### src/rtl/multi_alarm_timekeeper_pkg.sv
// Shared definitions for the alarm-clock timekeeper: FSM state codes, BCD time
// layout, digit limits and the BCD validity/increment helpers.
package multi_alarm_timekeeper_pkg;

  typedef enum logic [1:0] {
    ST_IDLE    = 2'b00,
    ST_RINGING = 2'b01,
    ST_SNOOZE  = 2'b10
  } alarm_state_e;

  typedef struct packed {
    logic [3:0] m10;
    logic [3:0] m1;
    logic [3:0] s10;
    logic [3:0] s1;
  } bcd_time_t;

  localparam logic [3:0] BCD_MAX_UNITS = 4'd9;
  localparam logic [3:0] BCD_MAX_TENS  = 4'd5;

  function automatic logic bcd_time_valid(input bcd_time_t t);
    return (t.m10 <= BCD_MAX_TENS) && (t.m1 <= BCD_MAX_UNITS) &&
           (t.s10 <= BCD_MAX_TENS) && (t.s1 <= BCD_MAX_UNITS);
  endfunction

  // Ripple-carry one second through MM:SS; 59:59 rolls over to 00:00.
  function automatic bcd_time_t bcd_time_inc(input bcd_time_t t);
    bcd_time_t r;
    r = t;
    if (t.s1 != BCD_MAX_UNITS) begin
      r.s1 = t.s1 + 4'd1;
    end else begin
      r.s1 = 4'd0;
      if (t.s10 != BCD_MAX_TENS) begin
        r.s10 = t.s10 + 4'd1;
      end else begin
        r.s10 = 4'd0;
        if (t.m1 != BCD_MAX_UNITS) begin
          r.m1 = t.m1 + 4'd1;
        end else begin
          r.m1  = 4'd0;
          r.m10 = (t.m10 != BCD_MAX_TENS) ? (t.m10 + 4'd1) : 4'd0;
        end
      end
    end
    return r;
  endfunction

endpackage

### src/rtl/multi_alarm_timekeeper_bcd_mmss_counter.sv
// One-second prescaler and BCD MM:SS counter. A load replaces the time, restarts
// the prescaler and suppresses the tick of that cycle.
module bcd_mmss_counter
  import multi_alarm_timekeeper_pkg::*;
#(
  parameter int unsigned TICK_DIV = 100_000_000
) (
  input  logic      clk,
  input  logic      rst_n,
  input  logic      load_i,
  input  bcd_time_t load_time_i,
  output bcd_time_t time_o,
  output bcd_time_t time_inc_o,
  output logic      tick_o
);

  localparam int unsigned   PW       = $clog2(TICK_DIV);
  localparam logic [PW-1:0] PRE_LAST = PW'(TICK_DIV - 1);

  logic [PW-1:0] pre_q, pre_d;
  bcd_time_t     time_q, time_d;
  logic          wrap;

  always_comb begin
    wrap       = (pre_q == PRE_LAST);
    tick_o     = wrap && !load_i;
    time_inc_o = bcd_time_inc(time_q);
    pre_d      = wrap ? '0 : (pre_q + PW'(1));
    time_d     = time_q;
    if (load_i) begin
      pre_d  = '0;
      time_d = load_time_i;
    end else if (wrap) begin
      time_d = time_inc_o;
    end
  end

  always_ff @(posedge clk or negedge rst_n) begin
    if (!rst_n) begin
      pre_q  <= '0;
      time_q <= '0;
    end else begin
      pre_q  <= pre_d;
      time_q <= time_d;
    end
  end

  assign time_o = time_q;

endmodule

### src/rtl/multi_alarm_timekeeper.sv
// Timekeeping core: BCD clock, programmable alarm table with lowest-index
// priority, and the ring/snooze/timeout state machine.
module multi_alarm_timekeeper
  import multi_alarm_timekeeper_pkg::*;
#(
  parameter  int unsigned TICK_DIV     = 100_000_000,
  parameter  int unsigned NUM_ALARMS   = 4,
  parameter  int unsigned SNOOZE_SEC   = 300,
  parameter  int unsigned RING_TMO_SEC = 60,
  parameter  int unsigned MAX_SNOOZE   = 3,
  localparam int unsigned IDX_W        = (NUM_ALARMS > 1) ? $clog2(NUM_ALARMS) : 1
) (
  input  logic                  clk,
  input  logic                  rst_n,
  input  logic                  set_time_valid_i,
  input  logic [15:0]           set_time_i,
  input  logic                  alarm_wr_en_i,
  input  logic [IDX_W-1:0]      alarm_wr_idx_i,
  input  logic [15:0]           alarm_wr_time_i,
  input  logic                  alarm_wr_enable_i,
  input  logic                  snooze_i,
  input  logic                  dismiss_i,
  output logic [15:0]           current_time_o,
  output logic                  tick_o,
  output logic                  ring_o,
  output logic [IDX_W-1:0]      ring_idx_o,
  output logic [1:0]            alarm_state_o,
  output logic [NUM_ALARMS-1:0] missed_o,
  output logic                  set_err_o
);

  localparam int unsigned SC_W      = (MAX_SNOOZE > 0) ? $clog2(MAX_SNOOZE + 1) : 1;
  localparam logic [15:0] RING_LOAD = 16'(RING_TMO_SEC);
  localparam logic [15:0] SNZ_LOAD  = 16'(SNOOZE_SEC);

  bcd_time_t             cur_time, inc_time;
  logic                  tick;
  logic                  set_ok, wr_ok, set_err_d, set_err_q;
  bcd_time_t             alarm_time_q [NUM_ALARMS];
  logic [NUM_ALARMS-1:0] alarm_en_q;
  logic                  match_hit;
  logic [IDX_W-1:0]      match_idx;

  alarm_state_e          state_q, state_d;
  logic [IDX_W-1:0]      ring_idx_q, ring_idx_d;
  logic [SC_W-1:0]       snz_cnt_q, snz_cnt_d;
  logic [15:0]           timer_q, timer_d;
  logic [NUM_ALARMS-1:0] missed_q, missed_d;

  assign set_ok    = set_time_valid_i && bcd_time_valid(bcd_time_t'(set_time_i));
  assign wr_ok     = alarm_wr_en_i && bcd_time_valid(bcd_time_t'(alarm_wr_time_i)) &&
                     (32'(alarm_wr_idx_i) < NUM_ALARMS);
  assign set_err_d = (set_time_valid_i && !bcd_time_valid(bcd_time_t'(set_time_i))) ||
                     (alarm_wr_en_i && !bcd_time_valid(bcd_time_t'(alarm_wr_time_i)));

  bcd_mmss_counter #(
    .TICK_DIV(TICK_DIV)
  ) u_counter (
    .clk        (clk),
    .rst_n      (rst_n),
    .load_i     (set_ok),
    .load_time_i(bcd_time_t'(set_time_i)),
    .time_o     (cur_time),
    .time_inc_o (inc_time),
    .tick_o     (tick)
  );

  always_ff @(posedge clk or negedge rst_n) begin
    if (!rst_n) begin
      for (int i = 0; i < NUM_ALARMS; i++) begin
        alarm_time_q[i] <= '0;
      end
      alarm_en_q <= '0;
    end else if (wr_ok) begin
      alarm_time_q[alarm_wr_idx_i] <= bcd_time_t'(alarm_wr_time_i);
      alarm_en_q[alarm_wr_idx_i]   <= alarm_wr_enable_i;
    end
  end

  // Scan downwards so the lowest matching channel is the one left standing.
  always_comb begin
    match_hit = 1'b0;
    match_idx = '0;
    for (int i = NUM_ALARMS - 1; i >= 0; i--) begin
      if (alarm_en_q[i] && (alarm_time_q[i] == inc_time)) begin
        match_hit = 1'b1;
        match_idx = IDX_W'(i);
      end
    end
  end

  always_comb begin
    state_d    = state_q;
    ring_idx_d = ring_idx_q;
    snz_cnt_d  = snz_cnt_q;
    timer_d    = timer_q;
    missed_d   = missed_q;
    if (wr_ok) begin
      missed_d[alarm_wr_idx_i] = 1'b0;
    end
    unique case (state_q)
      ST_IDLE: begin
        if (tick && match_hit) begin
          state_d    = ST_RINGING;
          ring_idx_d = match_idx;
          snz_cnt_d  = '0;
          timer_d    = RING_LOAD;
        end
      end
      ST_RINGING: begin
        if (dismiss_i) begin
          state_d = ST_IDLE;
        end else if (snooze_i && (snz_cnt_q < SC_W'(MAX_SNOOZE))) begin
          state_d   = ST_SNOOZE;
          snz_cnt_d = snz_cnt_q + SC_W'(1);
          timer_d   = SNZ_LOAD;
        end else if (tick) begin
          if (timer_q <= 16'd1) begin
            state_d              = ST_IDLE;
            timer_d              = '0;
            missed_d[ring_idx_q] = 1'b1;
          end else begin
            timer_d = timer_q - 16'd1;
          end
        end
      end
      ST_SNOOZE: begin
        if (dismiss_i) begin
          state_d = ST_IDLE;
        end else if (tick) begin
          if (timer_q <= 16'd1) begin
            state_d = ST_RINGING;
            timer_d = RING_LOAD;
          end else begin
            timer_d = timer_q - 16'd1;
          end
        end
      end
      default: state_d = ST_IDLE;
    endcase
    // Disabling the channel that is currently ringing or snoozing ends the event.
    if ((state_q != ST_IDLE) && wr_ok && !alarm_wr_enable_i && (alarm_wr_idx_i == ring_idx_q)) begin
      state_d = ST_IDLE;
    end
  end

  always_ff @(posedge clk or negedge rst_n) begin
    if (!rst_n) begin
      state_q    <= ST_IDLE;
      ring_idx_q <= '0;
      snz_cnt_q  <= '0;
      timer_q    <= '0;
      missed_q   <= '0;
      set_err_q  <= 1'b0;
    end else begin
      state_q    <= state_d;
      ring_idx_q <= ring_idx_d;
      snz_cnt_q  <= snz_cnt_d;
      timer_q    <= timer_d;
      missed_q   <= missed_d;
      set_err_q  <= set_err_d;
    end
  end

  assign current_time_o = cur_time;
  assign tick_o         = tick;
  assign ring_o         = (state_q == ST_RINGING);
  assign ring_idx_o     = ring_idx_q;
  assign alarm_state_o  = state_q;
  assign missed_o       = missed_q;
  assign set_err_o      = set_err_q;

endmodule

### config.mk
export PLATFORM = sky130hd
export DESIGN_NAME = multi_alarm_timekeeper
export DESIGN_NICKNAME = d
export VERILOG_FILES = /design/src/rtl/multi_alarm_timekeeper_pkg.sv /design/src/rtl/multi_alarm_timekeeper_bcd_mmss_counter.sv /design/src/rtl/multi_alarm_timekeeper.sv
export SDC_FILE = /design/constraint.sdc
export NUM_CORES = 1
export LEC_CHECK = 0
export ABC_CLOCK_PERIOD_IN_PS = 5100
export CAP_MARGIN = 30
export CORE_MARGIN = 5
export CORE_UTILIZATION = 41
export CTS_CLUSTER_SIZE = 8
export DETAILED_ROUTE_END_ITERATION = 16
export MAX_ROUTING_LAYER = met4
export PLACE_DENSITY = 0.59
export RECOVER_POWER = 100
export SYNTH_ARGS = -nofsm -noshare
export SYNTH_HDL_FRONTEND = slang
export SYNTH_SLANG_ARGS = --single-unit
### constraint.sdc
create_clock -name clk -period 5.1 [get_ports clk]
set_clock_uncertainty 0.05 [all_clocks]
set_input_delay 0.765 -clock clk [delete_from_list [all_inputs] [get_ports clk]]
set_output_delay 0.765 -clock clk [all_outputs]
set_load 0.02 [all_outputs]
# Word-level counts from Yosys, hierarchy flattened
# Cells that the tools add are included.
word_totals:
  register_bits: 138
  word_cells: 171
op_classes:
  n_addsub: 7
  n_lt_le_gt_ge: 16
  eq_ne: 23
  n_mux: 56
  bitwise_logic: 4
  reduce_logical: 37
op_table:
  columns: ["op", "count"]
  rows:
  - ["two-way mux 16 bit", 11]
  - ["bitwise mux 64 bit", 1]
  - ["== test 16 bit", 4]
  - ["two-way mux 27 bit", 2]
  - ["case mux 16 bit (3 select lines)", 1]
  - ["two-way mux 4 bit", 11]
  - ["demux 16 bit (select 2 bit)", 1]
  - ["two-way mux 2 bit", 16]
  - ["adder 27 x 1 -> 27 bit, second input constant", 1]
  - ["== test 27 bit, second input constant", 1]
  - ["logical AND 1 bit", 23]
  - ["adder 4 x 1 -> 4 bit, second input constant", 4]
  - ["less-or-equal comparator 16 x 1 -> 1 bit, second input constant", 1]
  - ["less-or-equal comparator 4 x 3 -> 1 bit, second input constant", 4]
  - ["less-or-equal comparator 4 bit, second input constant", 4]
  - ["inequality test 4 bit, second input constant", 4]
  - ["subtractor 16 x 1 -> 16 bit, second input constant", 1]
  - ["two-way mux 12 bit", 1]
  - ["inequality test 5 x 2 -> 1 bit, second input constant", 2]
  - ["two-way mux 8 bit", 1]
  - ["inequality test 2 bit, second input constant", 4]
  - ["inequality test 4 x 3 -> 1 bit, second input constant", 2]
  - ["< comparator 2 x 3 -> 1 bit, second input constant", 2]
  - ["two-way mux 1 bit", 6]
  - ["28 further kinds", 35]

# Logic depth before layout (Yosys ltp)
logic_depth:
  word_depth: 15
  mapped_depth: 14
  depth_no_buf: 11

# Hierarchy
# Synthesis repeated with hierarchy kept, for this count alone.
unflattened:
  hier_cells: 802
  hier_area_um2: 8135.3
by_module_without_submodules:
  columns: ["mod", "n_inst", "cells_each", "area_each_um2", "seq_area_each_um2"]
  rows:
  - ["multi_alarm_timekeeper", 1, 498, 5455.2, 2377.3]
  - ["bcd_mmss_counter", 1, 304, 2680.1, 1076.0]

# Worst setup path after synthesis
# OpenSTA, ideal clock, no wires.
synth_path:
  path_type: "reg2reg"
  from: "reg u_counter.time_q (netlist bit u_counter.time_o[5])"
  to: "reg timer_q[4]"
  setup_ps: 125
  arrival_ps: 3453
  required_time_ps: 4925
  setup_slack_ps: 1472
  stages_incl_launch_ff: 13
  path_buffers: 1
  synth_period_minus_slack_ps: 3628
  path_cell_list: "dfrtp_1 inv_1 ha_1 nand3b_4 nor4_2 mux2i_2 xnor2_1 or2_2 nor4_1 o41ai_4 a21o_1 buf_6 mux2_4"
synth_between:
  elab_chain_len: 12
  elab_cells_between_ends: 20
  classes_between: "1 x add/sub; 6 x eq/ne; 7 x mux; 6 x reduce/logical"
synth_lines:
  columns: ["element", "line", "source"]
  rows:
  - ["start, declared", "multi_alarm_timekeeper_bcd_mmss_counter.sv:21", "bcd_time_t time_q, time_d;"]
  - ["start signal, assigned", "multi_alarm_timekeeper_bcd_mmss_counter.sv:44", "time_q <= time_d;"]
  - ["adder 4 x 1 -> 4 bit or inequality test 4 x 3 -> 1 bit (tied branches)", "multi_alarm_timekeeper_pkg.sv:35, multi_alarm_timekeeper_pkg.sv:34", null]
  - ["two-way mux 4 bit or two-way mux 8 bit (tied branches)", "multi_alarm_timekeeper_pkg.sv:34", "if (t.s10 != BCD_MAX_TENS) begin"]
  - ["two-way mux 12 bit *", "multi_alarm_timekeeper_pkg.sv:30", "if (t.s1 != BCD_MAX_UNITS) begin"]
  - ["== test 16 bit", "multi_alarm_timekeeper.sv:85", "if (alarm_en_q[i] && (alarm_time_q[i] == inc_time)) begin"]
  - ["logical AND 1 bit", "multi_alarm_timekeeper.sv:85", null]
  - ["two-way mux 1 bit (3 in a row)", "multi_alarm_timekeeper.sv:85", null]
  - ["two-way mux 1 bit *", "multi_alarm_timekeeper.sv:85", null]
  - ["logical AND 1 bit *", "multi_alarm_timekeeper.sv:103", "if (tick && match_hit) begin"]
  - ["inequality test 2 bit (no source line) *", null, null]
  - ["AND reduction 6 bit (no source line) *", null, null]
  - ["end signal, assigned", "multi_alarm_timekeeper.sv:159", "timer_q <= timer_d;"]
  - ["end, declared", "multi_alarm_timekeeper.sv:47", "logic [15:0] timer_q, timer_d;"]
# Mark *: on every way between the ends. The rest lies on a longest branch, timed or not.
# A chain may end at the register's enable or synchronous reset.

# Final worst setup path
layout_path:
  from: "reg u_counter.time_q (netlist bit u_counter.time_o[5])"
  to: "reg timer_q[15]"
# The elaborated chain is that of the path after synthesis.

==> flow_summary.yaml <==
synth:
  netlist_area_um2: 8340
  ys_warn_count: 0
  synthCells: 855
  syn_avg_cell_area_um2: 9.76
  synth-edff-count: 0
  synth-main-ff-cell: "dfrtp_1"
  async_flop_share_pct: 100
  synth-seq-cells: 138
  ys_types: 76
  ys_seq_area_share_pct: 41.4
  syn_nets: 910
sta:
  finalCritPeriodShare_pct: 89.6
  slew_headroom_pct: -105
  hold_viol_final: 0
  grt_setup_unrepaired: "no"
  tightest_slew_ns: 3.07
  period_minus_slack_ns: 4.57
  maxSlewViolCount: 56
  fin_setup_tns_ns: 0
  clock.fmax_mhz: 219
  final-setup-viol-count: 0
worst_setup_path:
  path_depth: 12
  cp_max_fo: 17
  critPathArrivalTime_ns: 4.88
  crit_start: "u_counter.time_o[5]$_DFFE_PN0P_"
  cp.buffers_inverters: 2
  end_kind: "flip-flop"
  crit_family: "simple AND/OR/NAND/NOR gates"
  crit_type: "reg2reg"
  reg2reg_depth: 12
  required_ns: 5.41
  crit_slowest_cell: "a2111oi_1"
  start_kind: "flip-flop"
  worstSetupEndpoint: "timer_q[15]$_DFFE_PN0P_"
  timing.rr.start: "u_counter.time_o[5]$_DFFE_PN0P_"
  path_cells: "inv_1 -> ha_1 -> and3b_1 -> a21oi_1 -> or3_1 -> a2111oi_2 -> nand4_1 -> nor4b_4 -> o41ai_4 -> buf_4 -> a2111oi_1 -> a22o_1"
  slowest_delay_ns: 0.64
  r2r_end: "timer_q[15]$_DFFE_PN0P_"
  ff2ff_setup_slack_ns: 0.53
grt:
  grt_pass1_wl_mm: 36.9
  use_met2_pct: 29.3
  use_met1_pct: 28.4
  top_usage_layer: "met2"
  grt_pass1_vias: 6618
  grt_use_met3_pct: 5.00
  grt_usage_pct: 20.3
  grt_start_max_net_pins: 56
  grt_overflow_total: 0
  grt_antenna_before_repair: 0
final_layout:
  area_delta_synth_final_pct: 18.1
  diodes: 0
  final_layout_size_suffix_gt1_share_pct: 13.5
  final_core_util_pct: 49.0
  fin_nets: 969
  fillCellCount: 1887
clocking:
  cts_root_buf: "clkbuf_16"
  clock_path_buffers: 2
  cts-hold-fix-buffers: 0
  cts_resized: 0
  htreeDepth: 4
  clkTransAtPathRegs_ns: 0.06
  cts.sinks: 138
  clk-insertion-delay-late_ns: 0.43
  cts_setup_buffers: 0
  numCtsBuffers: 17
  cts_tree: "built"
placed_design:
  port_buffers: 67
  routabilityCongestion: 0.935
  place_hpwl_mm: 16.3
pwr:
  power-per-cell-area_nw_per_um2: 388
  vdd_drop_max_v: 0.000212
  p_leak_nw: 4.25
detailed_routing:
  drtIter0Drc: 507
  first_pass_iters: 5
  wire_per_inst_um: 19.0
  drcViolationCount: 0
  vias_per_cell: 5.58
  wirelength_mm: 22.7
  drtAntennaViolNets: 0
  vias: 6674
outcome:
  run_status: "finished with violations"
  violations: "capacitance limit, slew limit"
floorplan:
  rows: 52
  die_h_um: 153
  coreArea_um2: 20100
  pin_count: 68
  fp.dieW_um: 153
  dieArea_um2: 23300
  start_util_pct: 41.5
hold_path:
  hold_path.class: "reg2reg"
run:
  maxCapViolCount: 1
[placed cells by master (no fill, tap or decap), types with 6 or more instances in the layout]
| cell type | n |
|---|---|
| dlygate4sd3_1 | 29 |
| a21oi_1 | 25 |
| xor2_1 | 37 |
| nor4_1 | 9 |
| a211oi_1 | 13 |
| mux2_2 | 66 |
| nand3_1 | 29 |
| dfrtp_1 | 138 |
| mux2i_1 | 7 |
| nand2_1 | 62 |
| a22o_1 | 6 |
| and3_1 | 9 |
| clkbuf_1 | 7 |
| nor3b_1 | 6 |
| buf_4 | 6 |
| nor2b_1 | 9 |
| xnor2_1 | 46 |
| o22ai_1 | 9 |
| nand4_1 | 16 |
| inv_1 | 27 |
| ha_1 | 14 |
| nor3_1 | 20 |
| nor2_1 | 78 |
| clkdlybuf4s50_1 | 37 |
| o21ai_0 | 49 |
| clkbuf_16 | 17 |
| o31ai_1 | 6 |
| nand2b_1 | 10 |
| or3_1 | 20 |
| and2_1 | 7 |
[sequential cells by signal (all words and copies together), names as in the netlist]
| name | cells |
|---|---|
| alarm_time_q | 64 |
| u_counter.pre_q | 27 |
| timer_q | 16 |
| u_counter.time_o | 16 |
| alarm_en_q | 4 |
| missed_o | 4 |
| alarm_state_o | 2 |
| ring_idx_o | 2 |
| snz_cnt_q | 2 |
| set_err_o | 1 |
[power by group]
part	switching [mW]	internal (mW)	leakage, nW
clock	0.492	0.889	0.315
sequential	0.188	1.23	1.80
combinational	0.566	0.459	2.13
total	1.24	2.57	4.25
[worst min path at each step]
stage	startpoint	endpoint	cells past startpoint	slack, ns
2_1_floorplan	u_counter.pre_q[0]$_DFF_PN0_	u_counter.pre_q[0]$_DFF_PN0_	1	0.40
3_3_place_gp	u_counter.pre_q[0]$_DFF_PN0_	u_counter.pre_q[0]$_DFF_PN0_	1	0.43
3_5_place_dp	missed_o[3]$_DFF_PN0_	missed_o[3]$_DFF_PN0_	1	0.44
4_1_cts	rst_n	alarm_time_q[15]$_DFFE_PN0P_	1	0.25
5_1_grt	missed_o[3]$_DFF_PN0_	missed_o[3]$_DFF_PN0_	1	0.47
6_report	u_counter.pre_q[0]$_DFF_PN0_	u_counter.pre_q[0]$_DFF_PN0_	1	0.44
[cell type report]
cell class | instances | area, um^2 | area share, %
Multi-Input combinational cell | 648 | 4560 | 46.3
Sequential cell | 138 | 3450 | 35.1
Timing Repair Buffer | 81 | 742 | 7.53
Clock buffer | 19 | 453 | 4.60
Tap cell | 270 | 338 | 3.43
Clock inverter | 11 | 194 | 1.97
Inverter | 28 | 105 | 1.07
[synthesized netlist by cell type, types with 4 or more instances]
library cell | n | area (um^2)
o2111ai_1 | 5 | 43.8
a31oi_1 | 5 | 31.3
nor3b_1 | 6 | 45.0
o31ai_1 | 6 | 45.0
and4_1 | 4 | 35.0
nor2b_1 | 9 | 56.3
nor3_1 | 20 | 100
mux2_2 | 66 | 743
o31a_1 | 5 | 43.8
nand4_1 | 16 | 100
inv_1 | 27 | 101
buf_2 | 7 | 35.0
and3_1 | 9 | 56.3
nand3_1 | 29 | 145
dfrtp_1 | 138 | 3450
a221oi_1 | 4 | 35.0
or3_1 | 20 | 125
o41ai_1 | 5 | 43.8
xnor2_1 | 46 | 403
nor2_1 | 79 | 297
o22ai_1 | 9 | 56.3
a21oi_1 | 24 | 120
ha_1 | 14 | 175
or2_2 | 4 | 25.0
nand2_1 | 62 | 233
a22o_1 | 6 | 52.6
buf_4 | 4 | 30.0
nor4_1 | 9 | 56.3
xor2_1 | 37 | 324
clkbuf_1 | 27 | 101
and2_1 | 8 | 50.1
o21ai_0 | 48 | 240
mux2i_1 | 7 | 70.1
a211oi_1 | 13 | 97.6
nand2b_1 | 10 | 62.6
[logic make-up (layout without fill, tap and decap cells)]
group / after synthesis / after routing / synth area share (%)
buffers and inverters: 69 / 139 / 3.66
AND/OR/NAND/NOR: 305 / 305 / 19.4
adder cells (fa/ha/maj): 14 / 14 / 2.10
AO/OA/AOI/OAI: 168 / 168 / 14.1
multiplexers: 77 / 77 / 10.4
flip-flops: 138 / 138 / 41.4
XOR/XNOR: 84 / 84 / 8.91
[worst reg2reg max path, delay by kind of cell (launching register included)]
family	cells	cell delay [ns]
AND/OR/NAND/NOR	4	1.66
adder cells (fa/ha/maj)	1	0.34
AO/OA/AOI/OAI	5	1.65
buffers and inverters	2	0.36
flip-flops	1	0.44
[per-layer routing]
| metal | up-vias | share of wire (%) |
|---|---|---|
| met5 | - | 0 |
| met4 | 0 | 2.2 |
| met3 | 31 | 4.9 |
| met2 | 149 | 45 |
| met1 | 3293 | 48 |
| li1 | 3201 | - |
[per-stage QoR]
stage	power (mW)	setup WS [ns]	cell area (um^2)	hold WS, ns	std cells
3_3_place_gp	2.46	0.863	9270	0.431	1165
4_1_cts	3.85	0.737	9910	0.255	1195
6_report	3.82	0.533	9850	0.443	1195
3_5_place_dp	2.46	0.763	9270	0.437	1165
5_1_grt	4.01	0.244	9850	0.467	1195
2_1_floorplan	2.11	1.47	8340	0.405	855
(Power assumes the default switching activity.)
==> edit 1, RTL diff (same settings) <==
Add an input register stage for `alarm_wr_time_i`, without a reset; this delays it by one clock. The other inputs are not delayed to match.
--- a/src/rtl/multi_alarm_timekeeper.sv
+++ b/src/rtl/multi_alarm_timekeeper.sv
@@ -33,6 +33,12 @@
   localparam logic [15:0] RING_LOAD = 16'(RING_TMO_SEC);
   localparam logic [15:0] SNZ_LOAD  = 16'(SNOOZE_SEC);
 
+  logic [15:0] alarm_wr_time_q;
+
+  always_ff @(posedge clk) begin
+    alarm_wr_time_q <= alarm_wr_time_i;
+  end
+
   bcd_time_t             cur_time, inc_time;
   logic                  tick;
   logic                  set_ok, wr_ok, set_err_d, set_err_q;
@@ -48,10 +54,10 @@
   logic [NUM_ALARMS-1:0] missed_q, missed_d;
 
   assign set_ok    = set_time_valid_i && bcd_time_valid(bcd_time_t'(set_time_i));
-  assign wr_ok     = alarm_wr_en_i && bcd_time_valid(bcd_time_t'(alarm_wr_time_i)) &&
+  assign wr_ok     = alarm_wr_en_i && bcd_time_valid(bcd_time_t'(alarm_wr_time_q)) &&
                      (32'(alarm_wr_idx_i) < NUM_ALARMS);
   assign set_err_d = (set_time_valid_i && !bcd_time_valid(bcd_time_t'(set_time_i))) ||
-                     (alarm_wr_en_i && !bcd_time_valid(bcd_time_t'(alarm_wr_time_i)));
+                     (alarm_wr_en_i && !bcd_time_valid(bcd_time_t'(alarm_wr_time_q)));
 
   bcd_mmss_counter #(
     .TICK_DIV(TICK_DIV)
@@ -72,7 +78,7 @@
       end
       alarm_en_q <= '0;
     end else if (wr_ok) begin
-      alarm_time_q[alarm_wr_idx_i] <= bcd_time_t'(alarm_wr_time_i);
+      alarm_time_q[alarm_wr_idx_i] <= bcd_time_t'(alarm_wr_time_q);
       alarm_en_q[alarm_wr_idx_i]   <= alarm_wr_enable_i;
     end
   end
Function: changed (a bounded check fails within 4 cycles, from zero or initial values and one cycle with rst_n low).
==> edit 1 against the original RTL <==
The run still ends with capacitance limit, slew limit left. Wire length increased by 20%. Cell area rose by 12%. Synthesized cell count grew 18%. Synthesized area is 14% higher. Sequential cell count grew 16. Hold slack worse by 24 ps. Maximum frequency decreased by 2.7%. Critical endpoint is now timer_q[1]. Power is 23% higher. Via count is 19% higher. Setup slack got worse by 130 ps. Combinational power grew 80%. Largest cell class unchanged.
==> edit 1: results (changes against the original RTL) <==
Run status
  – Status: finished, violations left (unchanged)
  – Failing checks: capacitance limit, slew limit (unchanged)

Power and ir drop
  – Static leakage: 4.69 nW (was 4.25 nW)
  – Peak VDD IR: 0.270 mV (was 0.212 mV)

Synthesis
  – Avg Synthesized Cell Area: 9.36 µm² (was 9.76 µm²)
  – Asr flop ratio synth: 0.896 (was 1.00)
  – EDFF count, synth: 0 (unchanged)
  – Register area share after synthesis: 0.398 (was 0.414)
  – Post-Synth Adder-Cell Area: 0.0185 (was 0.0210)
  – Distinct cells, synth: 86 (was 76)
  – Post-synthesis mux area share: 0.0886 (was 0.104)
  – Post-synth top cells: 138 x dfrtp_1, 81 x nor2_1, 77 x nand2_1 (was 138 x dfrtp_1, 79 x nor2_1, 66 x mux2_2)
  – Synth Area in Compound Gates: 0.154 (was 0.141)
  – Synth Area in XOR/XNOR: 0.0659 (was 0.0891)
  – Most used DFF post-synth: dfrtp_1 (unchanged)
  – Synth top area cells: dfrtp_1 36%, mux2_2 7.4%, xnor2_1 3.5% (was dfrtp_1 41%, mux2_2 8.9%, xnor2_1 4.8%)
  – Yosys warnings: 0 (unchanged)

Placed design
  – Global placement routability congestion: 0.982 (was 0.935)
  – Inst Count DP: 1343 (was 1165)
  – Cell area after placement: 10500 µm² (was 9270 µm²)
  – DP HPWL: 20100 µm (was 16300 µm)
  – Placement Setup Slack: 669 ps (was 763 ps)

GRT
  – GRT Total Usage: 0.217 (was 0.203)
  – Initial antenna violation count: 0 (unchanged)
  – Number of global-route vias before repair: 7718 (was 6618)
  – First-pass GRT wire length: 43600 µm (was 36900 µm)
  – Largest net degree at the start of global routing: 53 (was 56)

Clock network
  – Worst-path clk slew: 60 ps (about the same)
  – Clk buf depth: 2 (unchanged)
  – H-tree Lvls: 4 (unchanged)
  – Worst-Skew Late Latency: 430 ps (about the same)

Job
  – MaxCap Viol Count: 1 (unchanged)

Worst setup path
  – Largest fanout on the critical path: 26 (was 17)
  – WP data arrival: 4950 ps (was 4880 ps)

Cells and area
  – Share of cells above drive strength 1: 0.124 (was 0.135)
  – Number of fill cells: 2197 (was 1887)
  – Final net count: 1132 (was 969)
  – Largest registers: alarm_time_q: 64 flops, u_counter.pre_q: 27 flops (unchanged)
  – Antenna cells: 0 (unchanged)

Detailed routing
  – Post-DR wirelength/cell: 19.8 µm (was 19.0 µm)
  – Number of vias per cell: 5.80 (was 5.58)
  – Via count: 7973 (was 6674)
  – DRC: 0 (unchanged)
  – Detailed router's first-iteration violation count: 580 (was 507)

STA
  – Final Slew Violations: 53 (was 56)
  – Final hold viol count: 0 (unchanged)
  – Slew margin rel.: -0.860 (was -1.05)
==> edit 1: changes by cell type after synthesis, sizes merged, moves of 12 or more <==
| cell | unedited run | this run |
|---|---|---|
| a21oi | 25 | 42 |
| dfxtp | 0 | 16 |
| nand2 | 62 | 78 |
| nand2b | 10 | 23 |
| nand3 | 29 | 44 |
| o21ai | 49 | 61 |
| or3 | 20 | 7 |
==> edit 1: power breakdown <==
group | leakage (nW) | internal, W | switching (W)
Sequential | 1.94 | 0.00142 | 0.000226
Combinational | 2.47 | 0.000749 | 0.00109
Clock | 0.278 | 0.000676 | 0.000553
==> edit 1: area by class of cell <==
type,count,area [µm²],share of cell area
Clock buffer,20,467,0.0424
Clock inverter,12,104,0.00944
Inverter,38,143,0.0130
Multi-Input combinational cell,777,5360,0.487
Sequential cell,154,3770,0.343
Tap cell,285,357,0.0324
Timing Repair Buffer,89,800,0.0726
==> edit 1: final timing paths <==
kind / from / endpoint / slack, ps / cells after the start
min in group asynchronous: rst_n / u_counter.time_o[6] / 1170 / 1
min: missed_o[2] / missed_o[2] / 420 / 2
max in group asynchronous: rst_n / missed_o[0] / 1420 / 2
min reg2reg: missed_o[2] / missed_o[2] / 420 / 2
max: u_counter.time_o[1] / timer_q[1] / 410 / 10
max reg2reg: u_counter.time_o[1] / timer_q[1] / 410 / 10
==> edit 1: per-layer routing <==
layer,part of all wire,global-route usage
met1,0.47,0.297
met2,0.46,0.332
met3,0.049,0.0363
met4,0.027,0.0646
met5,0,-
==> edit 1: critical path: stages, from the launching register on <==
cell and delay (ps):
dfrtp_1 500, nand4bb_2 560, clkbuf_2 500, or4_1 760
and3_1 230, nor4b_1 540, nand4b_1 200, nor4b_2 520
o41ai_4 220, nand2_4 160, mux2_1 320
==> edit 2, RTL diff (same flow settings) <==
Without the edit above. `TICK_DIV` is set to 100_000_000 in 2 places; all go to 200_000_000.
--- a/src/rtl/multi_alarm_timekeeper_bcd_mmss_counter.sv
+++ b/src/rtl/multi_alarm_timekeeper_bcd_mmss_counter.sv
@@ -3,7 +3,7 @@
 module bcd_mmss_counter
   import multi_alarm_timekeeper_pkg::*;
 #(
-  parameter int unsigned TICK_DIV = 100_000_000
+  parameter int unsigned TICK_DIV = 200_000_000
 ) (
   input  logic      clk,
   input  logic      rst_n,
--- a/src/rtl/multi_alarm_timekeeper.sv
+++ b/src/rtl/multi_alarm_timekeeper.sv
@@ -3,7 +3,7 @@
 module multi_alarm_timekeeper
   import multi_alarm_timekeeper_pkg::*;
 #(
-  parameter  int unsigned TICK_DIV     = 100_000_000,
+  parameter  int unsigned TICK_DIV     = 200_000_000,
   parameter  int unsigned NUM_ALARMS   = 4,
   parameter  int unsigned SNOOZE_SEC   = 300,
   parameter  int unsigned RING_TMO_SEC = 60,
Formal check against the unedited RTL: no difference found for any inputs over 10 cycles, from zero or initial values and one cycle with rst_n low; that may be too few to reach the edited logic, so the function may still have changed.
==> edit 2 against the original RTL <==
The run still ends with capacitance limit, slew limit left. First-iteration DRC count decreased by 20%. Power decreased by 5.0%. Cell area increased by 1.9%. Wire length increased by 5.1%. Sequential cell count increased by 1. Setup slack got worse by 55 ps. Core utilization decreased by 0.77 points. Synthesized area increased by 3.1%. Critical endpoint is now timer_q[0].
==> edit 2: results (changes against the original RTL) <==
Run status
  – Status: finished, violations left (unchanged)
  – Failing checks: capacitance limit, slew limit (unchanged)

Synthesis
  – Register area share after synthesis: 0.404 (was 0.414)
  – Cells after synthesis: 907 (was 855)
  – Post-synth top cells: 139 x dfrtp_1, 77 x nor2_1, 61 x mux2_2 (was 138 x dfrtp_1, 79 x nor2_1, 66 x mux2_2)
  – Distinct cells, synth: 83 (was 76)

GRT
  – Largest net degree at the start of global routing: 105 (was 56)
  – M3 GR Usage: 0.0359 (was 0.0500)
  – First-pass GRT wire length: 38500 µm (was 36900 µm)
  – Met2 global-route usage: 0.317 (was 0.293)
  – GRT met1 Usage: 0.287 (was 0.284)

Power and ir drop
  – Static leakage: 4.29 nW (was 4.25 nW)
  – Peak VDD IR: 0.217 mV (was 0.212 mV)
  – Combinational group share of total power: 0.273 (was 0.268)

Cells and area
  – Number of fill cells: 2010 (was 1887)
  – Signal buf overhead: 0.0750 (was 0.0753)
  – Fin util: 0.482 (was 0.490)
  – Seq cells: 139 (was 138)

Worst setup path
  – Delay of the slowest critical-path stage: 930 ps (was 640 ps)
  – CP endpoint: timer_q[0] (was timer_q[15])
  – Critical-path top delay cell: nor3_1 (was a2111oi_1)
  – R2R depth: 11 (was 12)

STA
  – Slew margin rel.: -0.313 (was -1.05)
  – Final hold slack: 432 ps (was 443 ps)
  – Final Slew Violations: 78 (was 56)

Worst hold path
  – Hold Crit Endpoint: missed_o[3] (was u_counter.pre_q[0])
  – Min-delay src: missed_o[3] (was u_counter.pre_q[0])

Placed design
  – Global placement routability congestion: 0.929 (was 0.935)
  – Inst Count DP: 1217 (was 1165)

Job
  – MaxCap Viol Count: 2 (was 1)
==> edit 2: cell count changes in the layout (fill, tap and decap cells not counted), moves of 6 or more <==
cell      before  now
nor4_1         9   15
or4_1          2    8
o21a_1         2    8
and3_1         9   15
xnor2_1       46   33
a21oi_1       25   55
nand3b_1       3    9
mux2_2        66   60
nor3_1        20   36
==> edit 2: cell families (layout without fill, tap and decap cells) <==
| logic type | Yosys count | after routing | share of synthesized area |
|---|---|---|---|
| AOI/OAI and AO/OA | 198 | 198 | 0.157 |
| xor gates and xnor gates | 68 | 68 | 0.0710 |
| adders and majority gates | 14 | 14 | 0.0204 |
| buffers and inverters | 70 | 138 | 0.0352 |
| DFF | 139 | 139 | 0.404 |
| muxes | 73 | 73 | 0.0952 |
| and+or+nand+nor | 345 | 345 | 0.217 |
==> edit 2: critical path, delay by kind of cell, from the launching register on <==
family / cells / cell delay (ps)
compound gates: 3 / 1020
mux: 2 / 840
simple gates: 4 / 1750
flops: 1 / 440
buf+inv: 1 / 100
fa+ha+maj: 1 / 290
